$ cat config.mk
export PLATFORM = sky130hd
export DESIGN_NAME = id_pool_tracker_flat
export DESIGN_NICKNAME = d
export VERILOG_FILES = /design/src/rtl/id_pool_tracker_if.sv /design/src/rtl/id_pool_tracker.sv /design/src/flat_wrapper.sv
export SDC_FILE = /design/constraint.sdc
export NUM_CORES = 1
export LEC_CHECK = 0
export CELL_PAD_IN_SITES_DETAIL_PLACEMENT = 2
export CELL_PAD_IN_SITES_GLOBAL_PLACEMENT = 2
export CORE_MARGIN = 3
export CORE_UTILIZATION = 25
export CTS_BUF_LIST = sky130_fd_sc_hd__clkbuf_8
export DETAILED_ROUTE_END_ITERATION = 12
export GPL_ROUTABILITY_DRIVEN = 1
export PLACE_DENSITY_LB_ADDON = 0.1
export SLEW_MARGIN = 20
export SYNTH_ARGS = -nofsm -noshare
export SYNTH_HDL_FRONTEND = slang
export SYNTH_SLANG_ARGS = --single-unit
$ cat constraint.sdc
create_clock -name clk -period 3.05 [get_ports clk]
set_clock_uncertainty 0.1 [all_clocks]
set_input_delay 0.61 -clock clk [delete_from_list [all_inputs] [get_ports clk]]
set_output_delay 0.61 -clock clk [all_outputs]
set_load 0.01 [all_outputs]
$ cat src/rtl/id_pool_tracker_if.sv
// Interface bundling the allocation, issue, writeback and retire signals of id_pool_tracker.
// Master is the pipeline side; slave is the tracker.
interface id_pool_tracker_if #(
  parameter int LOG2_IDS     = 3,
  parameter int RETIRE_PORTS = 2,
  parameter int NUM_WB_PORTS = 3
);
  localparam int RCW = $clog2(RETIRE_PORTS + 1);

  // Handshakes: an ID is granted when alloc_req & alloc_ready, issued when issue & issue_valid;
  // requests without the matching ready/valid are ignored and need not be held.
  logic                             alloc_req;
  logic [LOG2_IDS-1:0]              alloc_id;
  logic                             alloc_ready;
  logic                             flush;
  logic                             issue_valid;
  logic [LOG2_IDS-1:0]              issue_id;
  logic                             issue;
  logic                             issue_needs_wb;
  logic [NUM_WB_PORTS-1:0]          wb_valid;
  logic [NUM_WB_PORTS*LOG2_IDS-1:0] wb_id;
  logic [RETIRE_PORTS-1:0]          retire_valid;
  logic [RETIRE_PORTS*LOG2_IDS-1:0] retire_ids;
  logic [RCW-1:0]                   retire_count;
  logic [LOG2_IDS:0]                post_issue_count;

  modport master (
    output alloc_req, flush, issue, issue_needs_wb, wb_valid, wb_id,
    input  alloc_id, alloc_ready, issue_valid, issue_id,
    input  retire_valid, retire_ids, retire_count, post_issue_count
  );

  modport slave (
    input  alloc_req, flush, issue, issue_needs_wb, wb_valid, wb_id,
    output alloc_id, alloc_ready, issue_valid, issue_id,
    output retire_valid, retire_ids, retire_count, post_issue_count
  );
endinterface

$ cat src/rtl/id_pool_tracker.sv
// Circular ID pool: allocate, issue, wait for writeback, retire in order up to RETIRE_PORTS per cycle.
// Optional ID_POOL_TRACKER_STATS_EN adds stat_retired / stat_full_cycles counters.
module id_pool_tracker #(
  parameter int LOG2_IDS     = 3,
  parameter int RETIRE_PORTS = 2,
  parameter int NUM_WB_PORTS = 3
) (
  input  logic        clk,
  input  logic        rst,
`ifdef ID_POOL_TRACKER_STATS_EN
  output logic [31:0] stat_retired,
  output logic [31:0] stat_full_cycles,
`endif
  id_pool_tracker_if.slave bus
);
  localparam int IDS = 1 << LOG2_IDS;
  localparam int CW  = LOG2_IDS + 1;
  localparam int RCW = $clog2(RETIRE_PORTS + 1);
  localparam logic [CW:0] POOL_SIZE = (CW+1)'(IDS);

  logic [LOG2_IDS-1:0] alloc_ptr, issue_ptr, retire_ptr;
  logic [CW-1:0]       pre_cnt, post_cnt;
  logic [IDS-1:0]      pending;

  logic [RETIRE_PORTS-1:0]          retire_valid_q;
  logic [RETIRE_PORTS*LOG2_IDS-1:0] retire_ids_q;
  logic [RCW-1:0]                   retire_count_q;

  logic                             alloc_req, flush, issue, issue_needs_wb;
  logic [NUM_WB_PORTS-1:0]          wb_valid;
  logic [NUM_WB_PORTS*LOG2_IDS-1:0] wb_id;

  logic                             alloc_ready, issue_valid, alloc_fire, issue_fire;
  logic [CW:0]                      occupancy;
  logic [RETIRE_PORTS-1:0]          rv_next;
  logic [RETIRE_PORTS*LOG2_IDS-1:0] rids_next;
  logic [RCW-1:0]                   rcnt_next;
  logic [IDS-1:0]                   pending_next;
  logic [LOG2_IDS-1:0]              slot;
  logic                             run;

  assign alloc_req      = bus.alloc_req;
  assign flush          = bus.flush;
  assign issue          = bus.issue;
  assign issue_needs_wb = bus.issue_needs_wb;
  assign wb_valid       = bus.wb_valid;
  assign wb_id          = bus.wb_id;

  assign bus.alloc_id         = alloc_ptr;
  assign bus.alloc_ready      = alloc_ready;
  assign bus.issue_valid      = issue_valid;
  assign bus.issue_id         = issue_ptr;
  assign bus.retire_valid     = retire_valid_q;
  assign bus.retire_ids       = retire_ids_q;
  assign bus.retire_count     = retire_count_q;
  assign bus.post_issue_count = post_cnt;

  always_comb begin
    // Occupancy uses registered counts only: same-cycle retires free space one cycle later.
    occupancy   = {1'b0, pre_cnt} + {1'b0, post_cnt};
    alloc_ready = occupancy < POOL_SIZE;
    issue_valid = (pre_cnt != '0);
    alloc_fire  = alloc_req & alloc_ready & ~flush;
    issue_fire  = issue & issue_valid;

    run       = 1'b1;
    slot      = '0;
    rv_next   = '0;
    rids_next = '0;
    rcnt_next = '0;
    for (int i = 0; i < RETIRE_PORTS; i++) begin
      slot       = retire_ptr + LOG2_IDS'(i);
      run        = run & (post_cnt > CW'(i)) & ~pending[slot];
      rv_next[i] = run;
      rcnt_next  = rcnt_next + RCW'(run);
      rids_next[i*LOG2_IDS +: LOG2_IDS] = slot;
    end

    pending_next = pending;
    if (issue_fire) pending_next[issue_ptr] = issue_needs_wb;
    for (int p = 0; p < NUM_WB_PORTS; p++) begin
      if (wb_valid[p]) pending_next[wb_id[p*LOG2_IDS +: LOG2_IDS]] = 1'b0;
    end
  end

  always_ff @(posedge clk) begin
    if (rst) begin
      alloc_ptr      <= '0;
      issue_ptr      <= '0;
      retire_ptr     <= '0;
      pre_cnt        <= '0;
      post_cnt       <= '0;
      pending        <= '0;
      retire_valid_q <= '0;
      retire_count_q <= '0;
      for (int i = 0; i < RETIRE_PORTS; i++) begin
        retire_ids_q[i*LOG2_IDS +: LOG2_IDS] <= LOG2_IDS'(i);
      end
    end else begin
      // Flush discards pre-issue IDs; an issue in the same cycle still survives.
      if (flush) begin
        alloc_ptr <= issue_ptr + LOG2_IDS'(issue_fire);
        pre_cnt   <= '0;
      end else begin
        alloc_ptr <= alloc_ptr + LOG2_IDS'(alloc_fire);
        pre_cnt   <= pre_cnt + CW'(alloc_fire) - CW'(issue_fire);
      end
      issue_ptr      <= issue_ptr + LOG2_IDS'(issue_fire);
      retire_ptr     <= retire_ptr + LOG2_IDS'(rcnt_next);
      post_cnt       <= post_cnt + CW'(issue_fire) - CW'(rcnt_next);
      pending        <= pending_next;
      retire_valid_q <= rv_next;
      retire_ids_q   <= rids_next;
      retire_count_q <= rcnt_next;
    end
  end

`ifdef ID_POOL_TRACKER_STATS_EN
  always_ff @(posedge clk) begin
    if (rst) begin
      stat_retired     <= '0;
      stat_full_cycles <= '0;
    end else begin
      stat_retired     <= stat_retired + 32'(retire_count_q);
      stat_full_cycles <= stat_full_cycles + 32'(alloc_req & ~alloc_ready);
    end
  end
`endif

  // A writeback must target a pending ID and must not collide with the ID being set pending.
  for (genvar p = 0; p < NUM_WB_PORTS; p++) begin : g_wb_chk
    a_wb_pending : assert property (@(posedge clk) disable iff (rst)
      wb_valid[p] |-> pending[wb_id[p*LOG2_IDS +: LOG2_IDS]]);
    a_wb_no_set_clash : assert property (@(posedge clk) disable iff (rst)
      !(issue_fire && issue_needs_wb && wb_valid[p] &&
        (wb_id[p*LOG2_IDS +: LOG2_IDS] == issue_ptr)));
  end
endmodule

$ cat src/flat_wrapper.sv
// flat-port wrapper written by rule: the top's interface ports become plain ports
module id_pool_tracker_flat 
#(
  parameter int LOG2_IDS     = 3,
  parameter int RETIRE_PORTS = 2,
  parameter int NUM_WB_PORTS = 3
)
  (clk, rst, bus_alloc_req, bus_flush, bus_issue, bus_issue_needs_wb, bus_wb_valid, bus_wb_id, bus_alloc_id, bus_alloc_ready, bus_issue_valid, bus_issue_id, bus_retire_valid, bus_retire_ids, bus_retire_count, bus_post_issue_count);
  id_pool_tracker_if #(.LOG2_IDS(LOG2_IDS), .RETIRE_PORTS(RETIRE_PORTS), .NUM_WB_PORTS(NUM_WB_PORTS)) bus_i ();
  input  logic clk;
  input  logic rst;
  input wire logic [$bits(bus_i.alloc_req)-1:0] bus_alloc_req;
  input wire logic [$bits(bus_i.flush)-1:0] bus_flush;
  input wire logic [$bits(bus_i.issue)-1:0] bus_issue;
  input wire logic [$bits(bus_i.issue_needs_wb)-1:0] bus_issue_needs_wb;
  input wire logic [$bits(bus_i.wb_valid)-1:0] bus_wb_valid;
  input wire logic [$bits(bus_i.wb_id)-1:0] bus_wb_id;
  output wire logic [$bits(bus_i.alloc_id)-1:0] bus_alloc_id;
  output wire logic [$bits(bus_i.alloc_ready)-1:0] bus_alloc_ready;
  output wire logic [$bits(bus_i.issue_valid)-1:0] bus_issue_valid;
  output wire logic [$bits(bus_i.issue_id)-1:0] bus_issue_id;
  output wire logic [$bits(bus_i.retire_valid)-1:0] bus_retire_valid;
  output wire logic [$bits(bus_i.retire_ids)-1:0] bus_retire_ids;
  output wire logic [$bits(bus_i.retire_count)-1:0] bus_retire_count;
  output wire logic [$bits(bus_i.post_issue_count)-1:0] bus_post_issue_count;
  assign bus_i.alloc_req = bus_alloc_req;
  assign bus_i.flush = bus_flush;
  assign bus_i.issue = bus_issue;
  assign bus_i.issue_needs_wb = bus_issue_needs_wb;
  assign bus_i.wb_valid = bus_wb_valid;
  assign bus_i.wb_id = bus_wb_id;
  assign bus_alloc_id = bus_i.alloc_id;
  assign bus_alloc_ready = bus_i.alloc_ready;
  assign bus_issue_valid = bus_i.issue_valid;
  assign bus_issue_id = bus_i.issue_id;
  assign bus_retire_valid = bus_i.retire_valid;
  assign bus_retire_ids = bus_i.retire_ids;
  assign bus_retire_count = bus_i.retire_count;
  assign bus_post_issue_count = bus_i.post_issue_count;
  id_pool_tracker #(.LOG2_IDS(LOG2_IDS), .RETIRE_PORTS(RETIRE_PORTS), .NUM_WB_PORTS(NUM_WB_PORTS)) u_core (.clk(clk), .rst(rst), .bus(bus_i));
endmodule
# Word-level counts from Yosys, hierarchy flattened
# Cells that the tools add are included.
[op_classes]
addsub = 10
n_mul = 0
n_div = 0
n_lt_le_gt_ge = 13
eq_ne = 0
shifts = 0
n_mux = 18
bitwise = 15
reduce_logical = 6
[op_table]
columns = ["op", "n"]
rows = [
  ["$mux W8", 4],
  ["$and A8 B8 Y8", 3],
  ["$lt A3 B4 Y1 const B", 6],
  ["$not A8 Y8", 3],
  ["$demux W1 S3", 4],
  ["$ge A3 B1 Y1 const B", 4],
  ["$add A4 B1 Y4", 2],
  ["$bwmux W8", 1],
  ["$gt A4 B1 Y1 const B", 2],
  ["$add A3 B1 Y3", 2],
  ["$and A1 B1 Y1", 6],
  ["$bmux W1 S3", 2],
  ["$mux W1", 6],
  ["$add A4 B4 Y5", 1],
  ["$lt A5 B4 Y1 const B", 1],
  ["$logic_and A1 B1 Y1", 4],
  ["$reduce_bool A4 Y1", 1],
  ["$sub A4 B1 Y4", 1],
  ["$sub A4 B2 Y4", 1],
  ["$add A3 B1 Y3 const B", 1],
  ["$add A3 B2 Y3", 1],
  ["$mux W3", 1],
  ["$not A1 Y1", 3],
  ["$add A1 B1 Y2", 1],
  ["$reduce_or A2 Y1", 1],
]
[totals]
register_bits = 35
latch_bits = 0
ram_bits = 0
rom_bits = 0
in_bits = 18
output_inout_bits = 22
word_cells = 71
memories = 0

# Logic depth before layout (Yosys ltp)
# Gate-level depths: netlist of the first run.
[logic_depth]
word_depth = 12
depth_mapped = 12
depth_no_buf = 12

# Least setup slack after synthesis of the first run
# Ideal clock, no wire load.
[synth_path]
path_type = "flip-flop to flip-flop"
startpoint = "register u_core.retire_ptr[0]"
endpoint = "register u_core.post_cnt[2] (netlist: u_core.bus.post_issue_count[2])"
setup_ns = 0.128
arrival_time_ns = 2.799
t_required_ns = 2.822
setup_slack_ns = 0.024
path_stages_with_launch = 13
n_path_buf = 0
period_less_slack_ns = 3.026
cell_sequence = "dfxtp_1 -> ha_1 -> mux4_2 -> mux2i_1 -> and3_1 -> ha_1 -> ha_1 -> inv_1 -> ha_1 -> inv_1 -> fa_1 -> xor2_1 -> nor2_1"
[synth_between]
word_cells_on_any_way = 12
classes_between = "add/sub: 3; mux: 4; bitwise: 5"
[synth_lines]
columns = ["element", "line_no", "text"]
rows = [
  ["start, declared", "id_pool_tracker.sv:21", "logic [LOG2_IDS-1:0] alloc_ptr, issue_ptr, retire_ptr;"],
  ["start signal, assigned", "id_pool_tracker.sv:109", "retire_ptr <= retire_ptr + LOG2_IDS'(rcnt_next);"],
  ["$add A3 B1 Y3", "id_pool_tracker.sv:72", "slot = retire_ptr + LOG2_IDS'(i);"],
  ["via u_core.rids_next[4]", "id_pool_tracker.sv:36", "logic [RETIRE_PORTS*LOG2_IDS-1:0] rids_next;"],
  ["$bmux W1 S3", "id_pool_tracker.sv:73", "run = run & (post_cnt > CW'(i)) & ~pending[slot];"],
  ["$mux W1 (not written as such)", "id_pool_tracker.sv:73", ""],
  ["$not A1 Y1", "id_pool_tracker.sv:73", ""],
  ["$and A1 B1 Y1", "id_pool_tracker.sv:73", ""],
  ["via u_core.run", "id_pool_tracker.sv:40", "logic run;"],
  ["$add A1 B1 Y2", "id_pool_tracker.sv:75", "rcnt_next = rcnt_next + RCW'(run);"],
  ["via u_core.rcnt_next[0]", "id_pool_tracker.sv:37", "logic [RCW-1:0] rcnt_next;"],
  ["$sub A4 B2 Y4", "id_pool_tracker.sv:110", "post_cnt <= post_cnt + CW'(issue_fire) - CW'(rcnt_next);"],
  ["end signal, assigned", "id_pool_tracker.sv:110", ""],
  ["end, declared", "id_pool_tracker.sv:22", "logic [CW-1:0] pre_cnt, post_cnt;"],
]
# The timed path passes the listed nets, and every way through them passes these cells. The select of a mux whose other input is x is not followed.
# A chain may end at the register's enable or synchronous reset.

# Final worst setup path of the first run
# Ends and elaborated chain as after synthesis.

==> out/metrics.csv, run 1 <==
stage,metric,value,unit
worst_setup_path,worstPathMaxFanout,3,
finish,final_core_util,36.0,%
sta,finalSetupViolations,0,
finish,final_nets,298,
routing,wl_met3,155,um
clock_tree,cts.sinks,35,
power,swShare,37.1,%
floorplan,initial_core_util,25.8,%
sta,setup_ws,0.0598,ns
power,switchingPower,1.01,mW
power,finalPower,2.73,mW
outcome,status,"finished, final reports clean",
power,leakage,1.19,nW
worst_setup_path,cp-end-kind,register,
placed_design,pre_cts_slack,-0.0832,ns
finish,drive_above_1_share,17.9,%
routing,drt_pass1_iterations,3,
clock_tree,insertion_delay,0.29,ns
power,power_density,976,nW/um2
finish,area_growth,39.5,%
power,p_comb_share,60.0,%
sta,slew_headroom,75.4,%
hold_path,min_path_type,reg -> reg,
grt,grt_max_degree,33,
sta,tns,0,ns
floorplan,pin_count,40,
clock_tree,htreeDepth,2,
placed_design,placed_area,2560,um2
finish,stdcell_count,359,
sta,fin_hold_ws,0.467,ns
synthesis,ys_types,40,
floorplan,core.rowCount,32,
clock_tree,cts_tree,yes,
floorplan,fp.coreArea,7770,um2
clock_tree,numCtsBuffers,5,
worst_setup_path,crit_arrival,3.06,ns
floorplan,die_y,95.5,um
routing,met2WireLength,2.74,mm
grt,first_global_vias,1787,
synthesis,yosys_warnings,0,
clock_tree,clkTransAtPathRegs,0.08,ns
finish,fill_cells,855,
sta,drv_slew,0,
power,internal-power,1.72,mW
synthesis,synth_fp_nets,249,
finish,seqCellArea,707,um2
routing,finalWirelength,5.29,mm
synthesis,synth_edf_count,0,
power,power_frac_clock,15.7,%
worst_setup_path,cp-start-kind,register,
placed_design,place_congestion,0.708,
floorplan,design.die.area,9120,um2
sta,finalCritPeriodShare,98.0,%
sta,min_period,2.99,ns
grt,overflow,0,
clock_tree,cts_buffer_depth,2,
worst_setup_path,path_class,reg -> reg,
run,maxCapViolations,0,
clock_tree,cts_root_buf,clkbuf_8,
routing,vias,1637,
worst_setup_path,critPathRequiredTime,3.12,ns
synthesis,ys.flop_type,dfxtp_1,
routing,antenna_left,0,
power,ir_drop,0.253,mV
routing,drc,0,
placed_design,dp_hpwl,4.11,mm
synthesis,syn_area,2000,um2
sta,max_slew.worst_pin.slew,0.369,ns
finish,design_area,2790,um2
placed_design,dp_cells,349,
routing,viasPerCell,4.56,
synthesis,postSynthAreaPerCell,9.68,um2
grt,grt_pass1_wl,8.65,mm
finish,diodes,0,
finish,multi_input_area,1280,um2
grt,antenna_found_initial,0,
synthesis,ys_seq_area_share,35.0,%
placed_design,port_buffers,39,
sta,hold_viol,0,
clock_tree,hold_buffers,0,
synthesis,yosys_register_bits,35,
routing,first_iter_violations,18,
sta,fmax,334,MHz
synthesis,async_reset_ff_share,0,%
routing,detail_route.wl_per_cell,14.7,um
synthesis,synthCells,207,
routing,topRoutingLayerUsed,met4,
routing,met1_length,2.32,mm
power,seq_power_share,24.3,%
grt,gr-usage-all-layers,12.3,%
floorplan,die_width,95.5,um
==> flip-flops by register name (all words and copies together), names as in the netlist <==
| register | cells |
|---|---|
| u_core.bus.retire_count | 2 |
| u_core.pending | 8 |
| u_core.retire_ptr | 3 |
| u_core.pre_cnt | 4 |
| u_core.bus.retire_valid | 2 |
| u_core.bus.retire_ids | 6 |
| u_core.bus.issue_id | 3 |
| u_core.bus.post_issue_count | 4 |
| u_core.bus.alloc_id | 3 |
==> worst max-delay path: stages, from the launching register on <==
cell,delay (ns)
dfxtp_4,0.37
ha_4,0.28
mux4_2,0.49
mux2i_1,0.16
and3_4,0.21
ha_4,0.21
ha_4,0.22
inv_4,0.05
ha_4,0.12
inv_2,0.03
fa_2,0.34
xor2_1,0.19
nor2_1,0.08
==> cells in the mapped netlist (5+ instances only) <==
| cell | n | share of area, % |
|---|---|---|
| nand3_1 | 6 | 1.5 |
| inv_1 | 19 | 3.6 |
| dfxtp_1 | 35 | 35 |
| clkbuf_1 | 8 | 1.5 |
| nor3_1 | 7 | 1.7 |
| xor2_1 | 5 | 2.2 |
| nor2b_1 | 16 | 5.0 |
| nand2_1 | 5 | 0.94 |
| ha_1 | 21 | 13 |
| nor2_1 | 17 | 3.2 |
| mux2i_1 | 12 | 6.0 |
==> path summary, 6_finish.rpt <==
check / from / to / slack [ns] / depth (start not counted)
worst min-delay path: u_core.pending[3]$_SDFF_PP0_ / u_core.pending[3]$_SDFF_PP0_ / 0.47 / 2
worst min register to register: u_core.pending[3]$_SDFF_PP0_ / u_core.pending[3]$_SDFF_PP0_ / 0.47 / 2
worst max-delay path: u_core.retire_ptr[0]$_SDFF_PP0_ / u_core.bus.post_issue_count[2]$_SDFF_PP0_ / 0.06 / 12
worst max register to register: u_core.retire_ptr[0]$_SDFF_PP0_ / u_core.bus.post_issue_count[2]$_SDFF_PP0_ / 0.06 / 12
==> kinds of logic after synthesis <==
logic type | count (synthesis) | share of synthesized area (%)
adders and majority gates | 24 | 16.1
and+or+nand+nor | 75 | 21.7
buffers and inverters | 29 | 5.87
AOI/OAI and AO/OA | 20 | 7.37
xor gates and xnor gates | 8 | 3.50
DFF | 35 | 35.0
muxes | 16 | 10.5
==> timing repair <==
item,4_1_cts,5_1_grt
pin swaps,3,5
setup endpoints to repair,4,4
setup buffers,1,1
endpoints found under the hold margin,0,0
gates resized for setup,9,12
==> cell type report <==
class,instances,area share (%)
sequential,35,25.3
inverter,19,2.64
multi-input combinational,143,45.9
clock buffer,5,2.46
timing repair buffer,52,17.6
tap,102,4.57
clock inverter,3,1.57
==> power groups by stage <==
| stage | Clock (mW) | Sequential (mW) | Combinational, mW |
|---|---|---|---|
| 6_report | 0.428 | 0.662 | 1.64 |
| 5_1_grt | 0.458 | 0.679 | 1.86 |
| 4_1_cts | 0.446 | 0.661 | 1.51 |
| 3_5_place_dp | 0 | 0.663 | 1.39 |
| 3_3_place_gp | 0 | 0.661 | 1.35 |
| 2_1_floorplan | 0 | 0.692 | 0.816 |
==> routing by layer <==
metal  up-vias  track usage [%]
met4         0             3.55
li1        812                -
met1       793             14.3
met5         -                0
met2        27             22.9
met3         5             2.29
==> layout by cell type (no fill, tap or decap), types with 5 or more instances in the layout <==
master           netlist  routed
mux2i_1               12      11
ha_4                   0       5
ha_1                  21      16
dfxtp_1               35      32
xor2_1                 5       5
nor2_1                17      17
nor3_1                 7       7
nand3_1                6       6
clkdlybuf4s50_1        0      39
clkbuf_8               0       5
nand2_1                5       5
buf_4                  0      12
inv_1                 19      17
nor2b_1               16      16
Note: power is estimated with default switching activity, not from simulation.
==> run 2: changes to the inputs <==
--- a/config.mk
+++ b/config.mk
@@ -9,9 +9,9 @@
 export CELL_PAD_IN_SITES_GLOBAL_PLACEMENT = 2
 export CORE_MARGIN = 3
 export CORE_UTILIZATION = 25
-export CTS_BUF_LIST = sky130_fd_sc_hd__clkbuf_8
 export DETAILED_ROUTE_END_ITERATION = 12
 export GPL_ROUTABILITY_DRIVEN = 1
+export HOLD_SLACK_MARGIN = 0.03
 export PLACE_DENSITY_LB_ADDON = 0.1
 export SLEW_MARGIN = 20
 export SYNTH_ARGS = -nofsm -noshare
==> results of run 2 <==
Same layout as run 1: the final DEF is identical, and so are final timing and power.
==> run 3: changes to the inputs <==
--- a/config.mk
+++ b/config.mk
@@ -8,7 +8,7 @@
 export CELL_PAD_IN_SITES_DETAIL_PLACEMENT = 2
 export CELL_PAD_IN_SITES_GLOBAL_PLACEMENT = 2
 export CORE_MARGIN = 3
-export CORE_UTILIZATION = 25
+export CORE_UTILIZATION = 28
 export DETAILED_ROUTE_END_ITERATION = 12
 export GPL_ROUTABILITY_DRIVEN = 1
 export HOLD_SLACK_MARGIN = 0.03
==> run 3 against run 2 <==
Count of clock-buffer cells in the layout stayed put. Hold slack worse by 0.0025 ns. Critical path type unchanged. Utilization is 3.7 points higher. Sequential power hardly changed. Sequential cell count stayed put. Via count is 0.67% higher. Critical path depth is 1 lower. Non-clock buffer count is 2 lower. Worst setup slack better by 0.020 ns. Register-to-register slack better by 0.02 ns.
==> out/metrics.csv, run 3 (synthesized netlist as in run 1, its figures left out) <==
stage,metric,value,unit
floorplan,core.rowCount,30,
sta,finalSetupViolations,0,
sta,tns,0,ns
clock_tree,hold_buffers,0,
clock_tree,htreeDepth,2,
worst_setup_path,cpMaxStageDelayCell,fa_2,
clock_tree,cts.sinks,35,
worst_setup_path,cp-start-kind,register,
worst_setup_path,cp_common_cell,ha_4,
worst_setup_path,worstPathMaxFanout,3,
worst_setup_path,cp-end-kind,register,
grt,first_global_vias,1753,
finish,largest_reg_flops,8,
sta,fin_hold_ws,0.465,ns
floorplan,fp.coreArea,6870,um2
clock_tree,clkTransAtPathRegs,0.08,ns
worst_setup_path,crit_chain,"ha_4, mux4_2, mux2i_1, and3_4, ha_4, ha_4, inv_1, ha_2, inv_2, fa_2, nor2_1",
grt,grt_pass1_wl,8.75,mm
clock_tree,cts_root_buf,clkbuf_8,
grt,antenna_found_initial,0,
grt,overflow,0,
routing,detail_route.wl_per_cell,14.7,um
clock_tree,cts_tree,yes,
sta,setup_ws,0.0796,ns
sta,min_period,2.97,ns
routing,finalWirelength,5.16,mm
placed_design,pre_cts_slack,-0.0548,ns
finish,stdcell_count,351,
worst_setup_path,crit_arrival,3.05,ns
floorplan,die_width,90.6,um
power,ir_drop,0.291,mV
worst_setup_path,path_class,reg -> reg,
floorplan,die_y,90.6,um
routing,viasPerCell,4.70,
sta,fmax,337,MHz
sta,drv_slew,0,
sta,finalCritPeriodShare,97.4,%
outcome,status,"finished, final reports clean",
finish,layout_common_cells,"38 x clkdlybuf4s50_1, 33 x dfxtp_1, 18 x inv_1",
floorplan,pin_count,40,
clock_tree,insertion_delay,0.29,ns
hold_path,min_path_type,reg -> reg,
finish,fill_cells,773,
routing,antenna_left,0,
clock_tree,numCtsBuffers,5,
run,maxCapViolations,0,
routing,drt_pass1_iterations,4,
placed_design,dp_cells,341,
floorplan,design.die.area,8200,um2
routing,vias,1648,
finish,area_growth,36.0,%
sta,slew_headroom,76.5,%
worst_setup_path,critPathRequiredTime,3.13,ns
grt,gr-usage-all-layers,13.4,%
finish,final_common_cell,clkdlybuf4s50_1,
finish,final_nets,296,
sta,max_slew.worst_pin.slew,0.352,ns
floorplan,initial_core_util,29.2,%
routing,drc,0,
power,leakage,1.16,nW
routing,first_iter_violations,32,
grt,grt_max_degree,33,
finish,regMostFlops,u_core.pending,
placed_design,port_buffers,39,
placed_design,place_congestion,0.717,
placed_design,dp_hpwl,3.98,mm
finish,drive_above_1_share,16.5,%
clock_tree,cts_buffer_depth,2,
finish,diodes,0,
sta,hold_viol,0,
worst_setup_path,max_stage_delay,0.51,ns
power,power_density,928,nW/um2
## run 3: changes by cell type in the layout (fill, tap and decap cells not counted), sizes merged
| cell | change |
|---|---|
| buf | -2 |
| dlymetal6s2s | +1 |
| clkdlybuf4s50 | -1 |
| clkinvlp | +2 |
| clkinv | -1 |
| bufinv | -1 |
## run 3: timing repair
action	4_1_cts	5_1_grt
setup endpoints to repair	4	4
hold endpoints to repair	0	0
buffers inserted	1	1
pin swaps	1	5
resized for setup	5	12
cloned	0	0
## run 3: power breakdown
part | total [mW] | switching, mW | leakage (nW) | internal, mW
clock | 0.338 | 0.180 | 0.0402 | 0.159
combinational | 1.53 | 0.701 | 0.832 | 0.829
sequential | 0.659 | 0.0787 | 0.287 | 0.581
## run 3: critical path, delay by kind of cell (launching register included)
| family | cells | cell delay [ns] |
|---|---|---|
| adder cells (fa/ha/maj) | 5 | 1.38 |
| multiplexers | 2 | 0.64 |
| flip-flops | 1 | 0.36 |
| AND/OR/NAND/NOR | 2 | 0.27 |
| buffers and inverters | 2 | 0.09 |
## run 3: stage by stage
step           util (%)  power (mW)  cell area [um2]
3_3_place_gp       36.9        1.98             2530
6_report           39.7        2.53             2720
2_1_floorplan         -        1.51             2000
4_1_cts            38.6        2.45             2650
5_1_grt            39.7        2.80             2720
3_5_place_dp       36.9        2.02             2530
## run 3: layout make-up
| class | instances | area [um2] | area share [%] |
|---|---|---|---|
| multi-input cells | 143 | 1260 | 46.2 |
| flip-flops and latches | 35 | 706 | 25.9 |
| repair buffers | 50 | 479 | 17.6 |
| well taps | 96 | 120 | 4.41 |
| inverters | 19 | 71.3 | 2.62 |
| clock buffers | 5 | 68.8 | 2.53 |
| clock inverters | 3 | 20.0 | 0.735 |
## run 3: layer usage
metal,global-route usage [%],routed length [um],vias to the layer above
met3,2.92,156,5
met4,4.97,54,0
met1,15.9,2150,808
met2,23.4,2790,27
li1,-,-,808
met5,0,0,-
## run 3: worst paths after layout
check,startpoint,endpoint,slack [ns],cells past startpoint
worst min register to register,u_core.pending[7]$_SDFF_PP0_,u_core.pending[7]$_SDFF_PP0_,0.46,2
worst min-delay path,u_core.pending[7]$_SDFF_PP0_,u_core.pending[7]$_SDFF_PP0_,0.46,2
worst max register to register,u_core.retire_ptr[0]$_SDFF_PP0_,u_core.bus.post_issue_count[1]$_SDFF_PP0_,0.08,11
worst max-delay path,u_core.retire_ptr[0]$_SDFF_PP0_,u_core.bus.post_issue_count[1]$_SDFF_PP0_,0.08,11
